<file path="config.mk">
export PLATFORM = sky130hd
export DESIGN_NAME = eif_spike_monitor
export DESIGN_NICKNAME = d
export VERILOG_FILES = /design/src/rtl/eif_mon_pkg.sv /design/src/rtl/eif_mon_fifo.sv /design/src/rtl/eif_spike_monitor.sv
export SDC_FILE = /design/constraint.sdc
export NUM_CORES = 1
export LEC_CHECK = 0
export CELL_PAD_IN_SITES_DETAIL_PLACEMENT = 1
export CELL_PAD_IN_SITES_GLOBAL_PLACEMENT = 2
export CORE_MARGIN = 2
export CORE_UTILIZATION = 38
export CTS_BUF_LIST = sky130_fd_sc_hd__clkbuf_16
export DETAILED_ROUTE_END_ITERATION = 10
export GPL_TIMING_DRIVEN = 0
export PLACE_DENSITY = 0.81
export SLEW_MARGIN = 40
export SYNTH_ARGS = -nofsm -noshare
export SYNTH_HDL_FRONTEND = slang
export SYNTH_SLANG_ARGS = --single-unit
export TNS_END_PERCENT = 100
</file>
<file path="constraint.sdc">
create_clock -name clk -period 2.4 [get_ports clk]
set_input_delay 0.24 -clock clk [delete_from_list [all_inputs] [get_ports clk]]
set_output_delay 0.24 -clock clk [all_outputs]
set_load 0.03 [all_outputs]
</file>
<file path="src/rtl/eif_mon_pkg.sv">
`default_nettype none
// ============================================================================
// Package  : eif_mon_pkg
// Brief    : Shared constants, event type and helpers for the EIF spike
//            monitor. The event layout carries a peak field only when
//            EIF_MON_PEAK_EN is defined.
// Revision : 1.0 - initial release
// ============================================================================
package eif_mon_pkg;

    localparam int c_isi_w_def      = 8;
    localparam int c_window_len_def = 256;
    localparam int c_fifo_depth     = 2;

    // Event at the default ISI width; the top rebuilds the same layout at
    // its configured ISI width and hands that to the FIFO.
    typedef struct packed {
        logic [c_isi_w_def-1:0] isi;
        logic                   first;
`ifdef EIF_MON_PEAK_EN
        logic [7:0]             peak;
`endif
    } eif_evt_t;

    // Saturating 8-bit increment used by the spike-rate counters
    function automatic logic [7:0] sat_inc8(input logic [7:0] v, input logic inc);
        if (inc && (v != 8'hFF)) begin
            return v + 8'd1;
        end
        return v;
    endfunction

endpackage
`default_nettype wire

</file>
<file path="src/rtl/eif_mon_fifo.sv">
`default_nettype none
// ============================================================================
// Module   : eif_mon_fifo
// Brief    : Small valid/ready event FIFO. A push while full is accepted
//            when a pop happens in the same cycle. Head is read straight
//            from storage so it stays stable until popped.
// Revision : 1.0 - initial release
// ============================================================================
module eif_mon_fifo
    import eif_mon_pkg::*;
#(
    parameter type T     = eif_evt_t,
    parameter int  DEPTH = c_fifo_depth
) (
    input  logic clk,
    input  logic rst_n,
    input  logic i_push,
    input  T     i_data,
    input  logic i_pop,
    output T     o_head,
    output logic o_full,
    output logic o_empty
);

    // Pointers wrap naturally, so DEPTH must be a power of two
    localparam int                 c_ptr_w = (DEPTH > 1) ? $clog2(DEPTH) : 1;
    localparam int                 c_cnt_w = $clog2(DEPTH + 1);
    localparam logic [c_cnt_w-1:0] c_depth = c_cnt_w'(DEPTH);

    T                   r_mem [DEPTH];
    logic [c_ptr_w-1:0] r_rd_ptr;
    logic [c_ptr_w-1:0] r_wr_ptr;
    logic [c_cnt_w-1:0] r_count;
    logic               w_do_pop;
    logic               w_do_push;

    assign o_empty   = (r_count == '0);
    assign o_full    = (r_count == c_depth);
    assign w_do_pop  = i_pop & ~o_empty;
    assign w_do_push = i_push & (~o_full | w_do_pop);
    assign o_head    = r_mem[r_rd_ptr];

    // Storage, pointers and occupancy; pop frees a slot before the push lands
    always_ff @(posedge clk or negedge rst_n) begin
        if (!rst_n) begin
            for (int i = 0; i < DEPTH; i++) begin
                r_mem[i] <= '0;
            end
            r_rd_ptr <= '0;
            r_wr_ptr <= '0;
            r_count  <= '0;
        end else begin
            if (w_do_push) begin
                r_mem[r_wr_ptr] <= i_data;
                r_wr_ptr        <= r_wr_ptr + c_ptr_w'(1);
            end
            if (w_do_pop) begin
                r_rd_ptr <= r_rd_ptr + c_ptr_w'(1);
            end
            case ({w_do_push, w_do_pop})
                2'b10:   r_count <= r_count + c_cnt_w'(1);
                2'b01:   r_count <= r_count - c_cnt_w'(1);
                default: r_count <= r_count;
            endcase
        end
    end

endmodule
`default_nettype wire

</file>
<file path="src/rtl/eif_spike_monitor.sv">
`default_nettype none
// ============================================================================
// Module   : eif_spike_monitor
// Brief    : Monitors a neuron spike line. Each rising edge produces an
//            event {ISI, first-flag, peak state} into a 2-entry FIFO, and a
//            windowed spike rate is published every WINDOW_LEN enabled
//            cycles. Dropped events set a sticky overflow flag.
// Config   : EIF_MON_PEAK_EN - track max(state_i) per ISI into each event;
//            when undefined evt_peak_o is tied to zero.
// Revision : 1.0 - initial release
// ============================================================================
module eif_spike_monitor
    import eif_mon_pkg::*;
#(
    parameter int WINDOW_LEN = c_window_len_def,
    parameter int ISI_W      = c_isi_w_def
) (
    input  logic             clk,
    input  logic             rst_n,
    input  logic             ena,
    input  logic             spike_i,
    input  logic [7:0]       state_i,
    output logic             evt_valid_o,
    input  logic             evt_ready_i,
    output logic [ISI_W-1:0] evt_isi_o,
    output logic             evt_first_o,
    output logic [7:0]       evt_peak_o,
    output logic [7:0]       rate_o,
    output logic             rate_stb_o,
    output logic             ovf_o
);

    localparam int                 c_win_w    = $clog2(WINDOW_LEN);
    localparam logic [c_win_w-1:0] c_win_last = c_win_w'(WINDOW_LEN - 1);

    typedef struct packed {
        logic [ISI_W-1:0] isi;
        logic             first;
`ifdef EIF_MON_PEAK_EN
        logic [7:0]       peak;
`endif
    } evt_t;

    logic               r_spike_d;
    logic [ISI_W-1:0]   r_isi;
    logic               r_first_armed;
    logic [c_win_w-1:0] r_win;
    logic [7:0]         r_spk_cnt;
    logic               w_edge;
    logic               w_pop;
    logic               w_full;
    logic               w_empty;
    evt_t               w_evt;
    evt_t               w_head;

    assign w_edge      = ena & spike_i & ~r_spike_d;
    assign evt_valid_o = ~w_empty;
    assign w_pop       = evt_valid_o & evt_ready_i;

    assign w_evt.isi   = r_isi;
    assign w_evt.first = r_first_armed;
    assign evt_isi_o   = w_head.isi;
    assign evt_first_o = w_head.first;

`ifdef EIF_MON_PEAK_EN
    logic [7:0] r_peak;
    logic [7:0] w_peak_now;

    // Peak so far in this ISI, including the current cycle
    assign w_peak_now = (state_i > r_peak) ? state_i : r_peak;
    assign w_evt.peak = w_peak_now;
    assign evt_peak_o = w_head.peak;

    // Running maximum; restarts from the edge-cycle state after every edge
    always_ff @(posedge clk or negedge rst_n) begin
        if (!rst_n) begin
            r_peak <= '0;
        end else if (ena) begin
            r_peak <= w_edge ? state_i : w_peak_now;
        end
    end
`else
    // Membrane state is only needed for peak tracking
    logic w_unused_state;
    assign w_unused_state = ^state_i;
    assign evt_peak_o     = 8'h00;
`endif

    // Edge history, saturating ISI counter, first-event flag and drop flag
    always_ff @(posedge clk or negedge rst_n) begin
        if (!rst_n) begin
            r_spike_d     <= 1'b0;
            r_isi         <= '0;
            r_first_armed <= 1'b1;
            ovf_o         <= 1'b0;
        end else begin
            r_spike_d <= spike_i;
            if (ena) begin
                if (w_edge) begin
                    r_isi <= ISI_W'(1);
                end else if (r_isi != '1) begin
                    r_isi <= r_isi + ISI_W'(1);
                end
            end
            if (w_edge) begin
                r_first_armed <= 1'b0;
            end
            if (w_edge && w_full && !w_pop) begin
                ovf_o <= 1'b1;
            end
        end
    end

    // Rate window: publish the edge count (incl. a last-cycle edge) and restart
    always_ff @(posedge clk or negedge rst_n) begin
        if (!rst_n) begin
            r_win      <= '0;
            r_spk_cnt  <= '0;
            rate_o     <= '0;
            rate_stb_o <= 1'b0;
        end else begin
            rate_stb_o <= 1'b0;
            if (ena) begin
                r_win <= r_win + c_win_w'(1);
                if (r_win == c_win_last) begin
                    rate_o     <= sat_inc8(r_spk_cnt, w_edge);
                    rate_stb_o <= 1'b1;
                    r_spk_cnt  <= '0;
                end else begin
                    r_spk_cnt <= sat_inc8(r_spk_cnt, w_edge);
                end
            end
        end
    end

    eif_mon_fifo #(
        .T     (evt_t),
        .DEPTH (c_fifo_depth)
    ) u_fifo (
        .clk     (clk),
        .rst_n   (rst_n),
        .i_push  (w_edge),
        .i_data  (w_evt),
        .i_pop   (w_pop),
        .o_head  (w_head),
        .o_full  (w_full),
        .o_empty (w_empty)
    );

endmodule
`default_nettype wire

</file>
==> metrics.md <==
| Metric | Value |
|---|---|
| Status | completed |
| Row count | 31 |
| Clk buf depth | 2 |
| Leak pwr | 1.61 nW |
| WL met2 | 2700 µm |
| Final ANT Viol Nets | 0 |
| Setup Crit Path Kind | flip-flop to primary output |
| Initial DRC Count | 58 |
| Final nets | 308 |
| Die area | 8160 µm² |
| EDFF count, synth | 0 |
| MaxCap Viol Count | 0 |
| CP Cell Sequence | mux2_2, clkdlybuf4s50_1 |
| Sequential-to-total area share from yosys stat | 0.513 |
| Diode count | 0 |
| Starting Density | 0.391 |
| Vias per cell | 4.99 |
| Synth-to-Final Area Change | 25.3% |
| Synth Flop Type | dfrtp_1 |
| Post-Route WL | 5780 µm |
| Yosys top cell by area | dfrtp_1 |
| Final hold vios | 0 |
| CTS Root Cell | clkbuf_16 |
| Critical-path top delay cell | dfrtp_1 |
| Port Buf Inserts | 23 |
| Global-route wire length before repair | 10300 µm |
| Post-cts sizing count | 0 |
| Max frequency | 462 MHz |
| Initial antenna violation count | 0 |
| Worst Setup End Kind | primary output |
| Final Setup Violations | 0 |
| Largest net degree at the start of global routing | 39 |
| Post-Syn Area per Cell | 11.4 µm² |
| Top sig layer | met4 |
| Die H | 90.3 µm |
| Clock Sinks | 58 |
| RD Place Congestion | 0.853 |
| Final worst-path cycle share | 0.902 |
| #FFs+latches synth | 58 |
| GRT overflow | 0 |
| Dpl cells | 379 |
| Clk_lat worst skew | 320 ps |
| Die width | 90.3 µm |
| PD cells | 998 nW/µm² |
| DRC viols | 0 |
| DP Wirelength | 4200 µm |
| Critical path's largest stage delay | 620 ps |
| Leading post-synthesis cells by cell area | dfrtp_1 50%, mux2_2 11%, buf_4 2.9% |
| WP data arrival | 1930 ps |
| Boundary pin count | 41 |
| Met3 WL post-DR | 180 µm |
| Wire per inst | 14.6 µm |
| Skew final | 5.93 ps |
| Share of layout cells above drive strength 1 | 0.247 |
| Worst endpoint required time | 2160 ps |
| Hold Crit Class | primary input to flip-flop |
| CP Launch Type | flip-flop |
| Htree depth | 3 |
| Vias in the first global route | 2102 |
| Count of cell types in the netlist | 47 |
| Post-route setup TNS | 0 ps |
| DR vias | 1973 |
| Fraction of registers with async set/reset | 1.00 |
| Total GRT Usage | 0.157 |
| Core Box Area | 7250 µm² |
| Drt first pass iters | 4 |
| Critical path fanouts, max | 10 |
| Met1 wire length | 2830 µm |
| Post-synthesis instance total | 249 |
| Clock Pin Slew Worst Setup and Hold Paths | 50 ps |
| RSZ-0062 raised after global routing | false |
| Cell Count, Final, Fillers Out | 395 |
| Max IR drop VDD | 0.564 mV |
| Ys Warns | 0 |
| Commonest cells post-synth | 57 x dfrtp_1, 28 x mux2_2, 17 x nand2_1 |
| Tmin final | 2170 ps |
| Slew Limit Fails | 0 |
| CTS tree | done |
| Mapped cell area | 2830 µm² |
| Most numerous cell in the Yosys netlist | dfrtp_1 |
| Top cell type's share of synthesized area | 0.504 |
| TritonCTS Buffers | 9 |
report_power, final:
group	internal (mW)	total, mW	switching, mW	leakage, nW
combinational	0.429	0.842	0.413	0.705
sequential	1.20	1.44	0.236	0.759
clock	0.808	1.27	0.458	0.142
total	2.44	3.54	1.11	1.61
sequential cells by signal (all words and copies together), names as in the netlist:
| name | cells |
|---|---|
| ovf_o | 1 |
| r_first_armed | 1 |
| r_spike_d | 1 |
| r_win | 8 |
| u_fifo.r_count | 2 |
| rate_o | 8 |
| u_fifo.r_rd_ptr | 1 |
| r_spk_cnt | 8 |
| u_fifo.r_wr_ptr | 1 |
| rate_stb_o | 1 |
| r_isi | 8 |
| u_fifo.r_mem | 18 |
layout by cell type, fill, tap and decap left out, types with 3 or more instances in the layout:
| cell | netlist | layout |
|---|---|---|
| dfrtp_1 | 57 | 57 |
| mux2_2 | 28 | 28 |
| clkdlybuf4s50_1 | 0 | 22 |
| nand2_1 | 17 | 17 |
| o21ai_0 | 13 | 13 |
| buf_4 | 11 | 12 |
| nand3_1 | 12 | 12 |
| nor2_1 | 11 | 11 |
| xor2_1 | 9 | 9 |
| clkbuf_16 | 0 | 9 |
| a21oi_1 | 8 | 8 |
| conb_1 | 1 | 8 |
| xnor2_1 | 7 | 7 |
| a31oi_1 | 7 | 7 |
| buf_2 | 6 | 6 |
| nand4_1 | 5 | 5 |
| mux2i_1 | 5 | 5 |
| and3_1 | 4 | 4 |
| ha_1 | 4 | 4 |
| clkinv_4 | 0 | 4 |
| inv_1 | 3 | 3 |
| nor3_1 | 3 | 3 |
| or3_1 | 3 | 3 |
final timing paths:
check | startpoint | end | slack [ps] | depth (start not counted)
max in group asynchronous | rst_n | r_first_armed | 1410 | 3
max reg2reg | r_isi[0] | r_isi[1] | 540 | 5
min | ena | r_win[1] | 250 | 2
max | u_fifo.r_rd_ptr | evt_first_o | 230 | 2
min reg2reg | ovf_o | ovf_o | 460 | 1
min in group asynchronous | rst_n | u_fifo.r_rd_ptr | 440 | 2
worst max-delay path, delay by kind of cell, from the launching register on:
| kind | cells | cell delay [ps] |
|---|---|---|
| multiplexers | 1 | 390 |
| flip-flops | 1 | 620 |
| buffers and inverters | 1 | 590 |
layout make-up:
cell class | instances | area, µm²
sequential | 58 | 1450
clock buffer | 9 | 225
multi-input combinational | 176 | 1270
timing repair buffer | 25 | 265
inverter | 4 | 15.0
clock inverter | 7 | 80.1
tap | 99 | 124
fill | 795 | 3700
buffer | 17 | 113
metal layers:
| metal | vias up | track usage |
|---|---|---|
| met3 | 6 | 0.0476 |
| met1 | 983 | 0.209 |
| met2 | 26 | 0.246 |
| li1 | 958 | - |
| met4 | 0 | 0.0500 |
| met5 | - | 0 |
logic make-up after synthesis:
family | Yosys count | synth area share
AND/OR/NAND/NOR | 72 | 0.142
flip-flops | 58 | 0.513
AO/OA/AOI/OAI | 43 | 0.101
multiplexers | 33 | 0.129
buffers and inverters | 22 | 0.0464
XOR/XNOR | 16 | 0.0495
adder cells (fa/ha/maj) | 4 | 0.0177
other | 1 | 0.00132
timing repair:
item | 4_1_cts | 5_1_grt
hold buffers | 1 | 0
buffers inserted | 0 | 0
endpoints found under the setup margin | 0 | 9
endpoints found under the hold margin | 37 | 0
metrics by stage:
stage / instance area (µm²) / hold WS, ps / setup slack [ps] / utilization / total power [mW]
finish: 3550 / 254 / 234 / 0.489 / 3.54
global route: 3550 / 255 / 145 / 0.489 / 3.76
CTS: 3550 / 254 / 18.8 / 0.490 / 3.60
detailed placement: 3240 / 252 / 275 / 0.446 / 2.30
global placement: 3210 / 461 / -845 / 0.443 / 2.27
floorplan: 2860 / -55.6 / 771 / - / 2.01
Note: power is estimated with default switching activity, not from simulation.
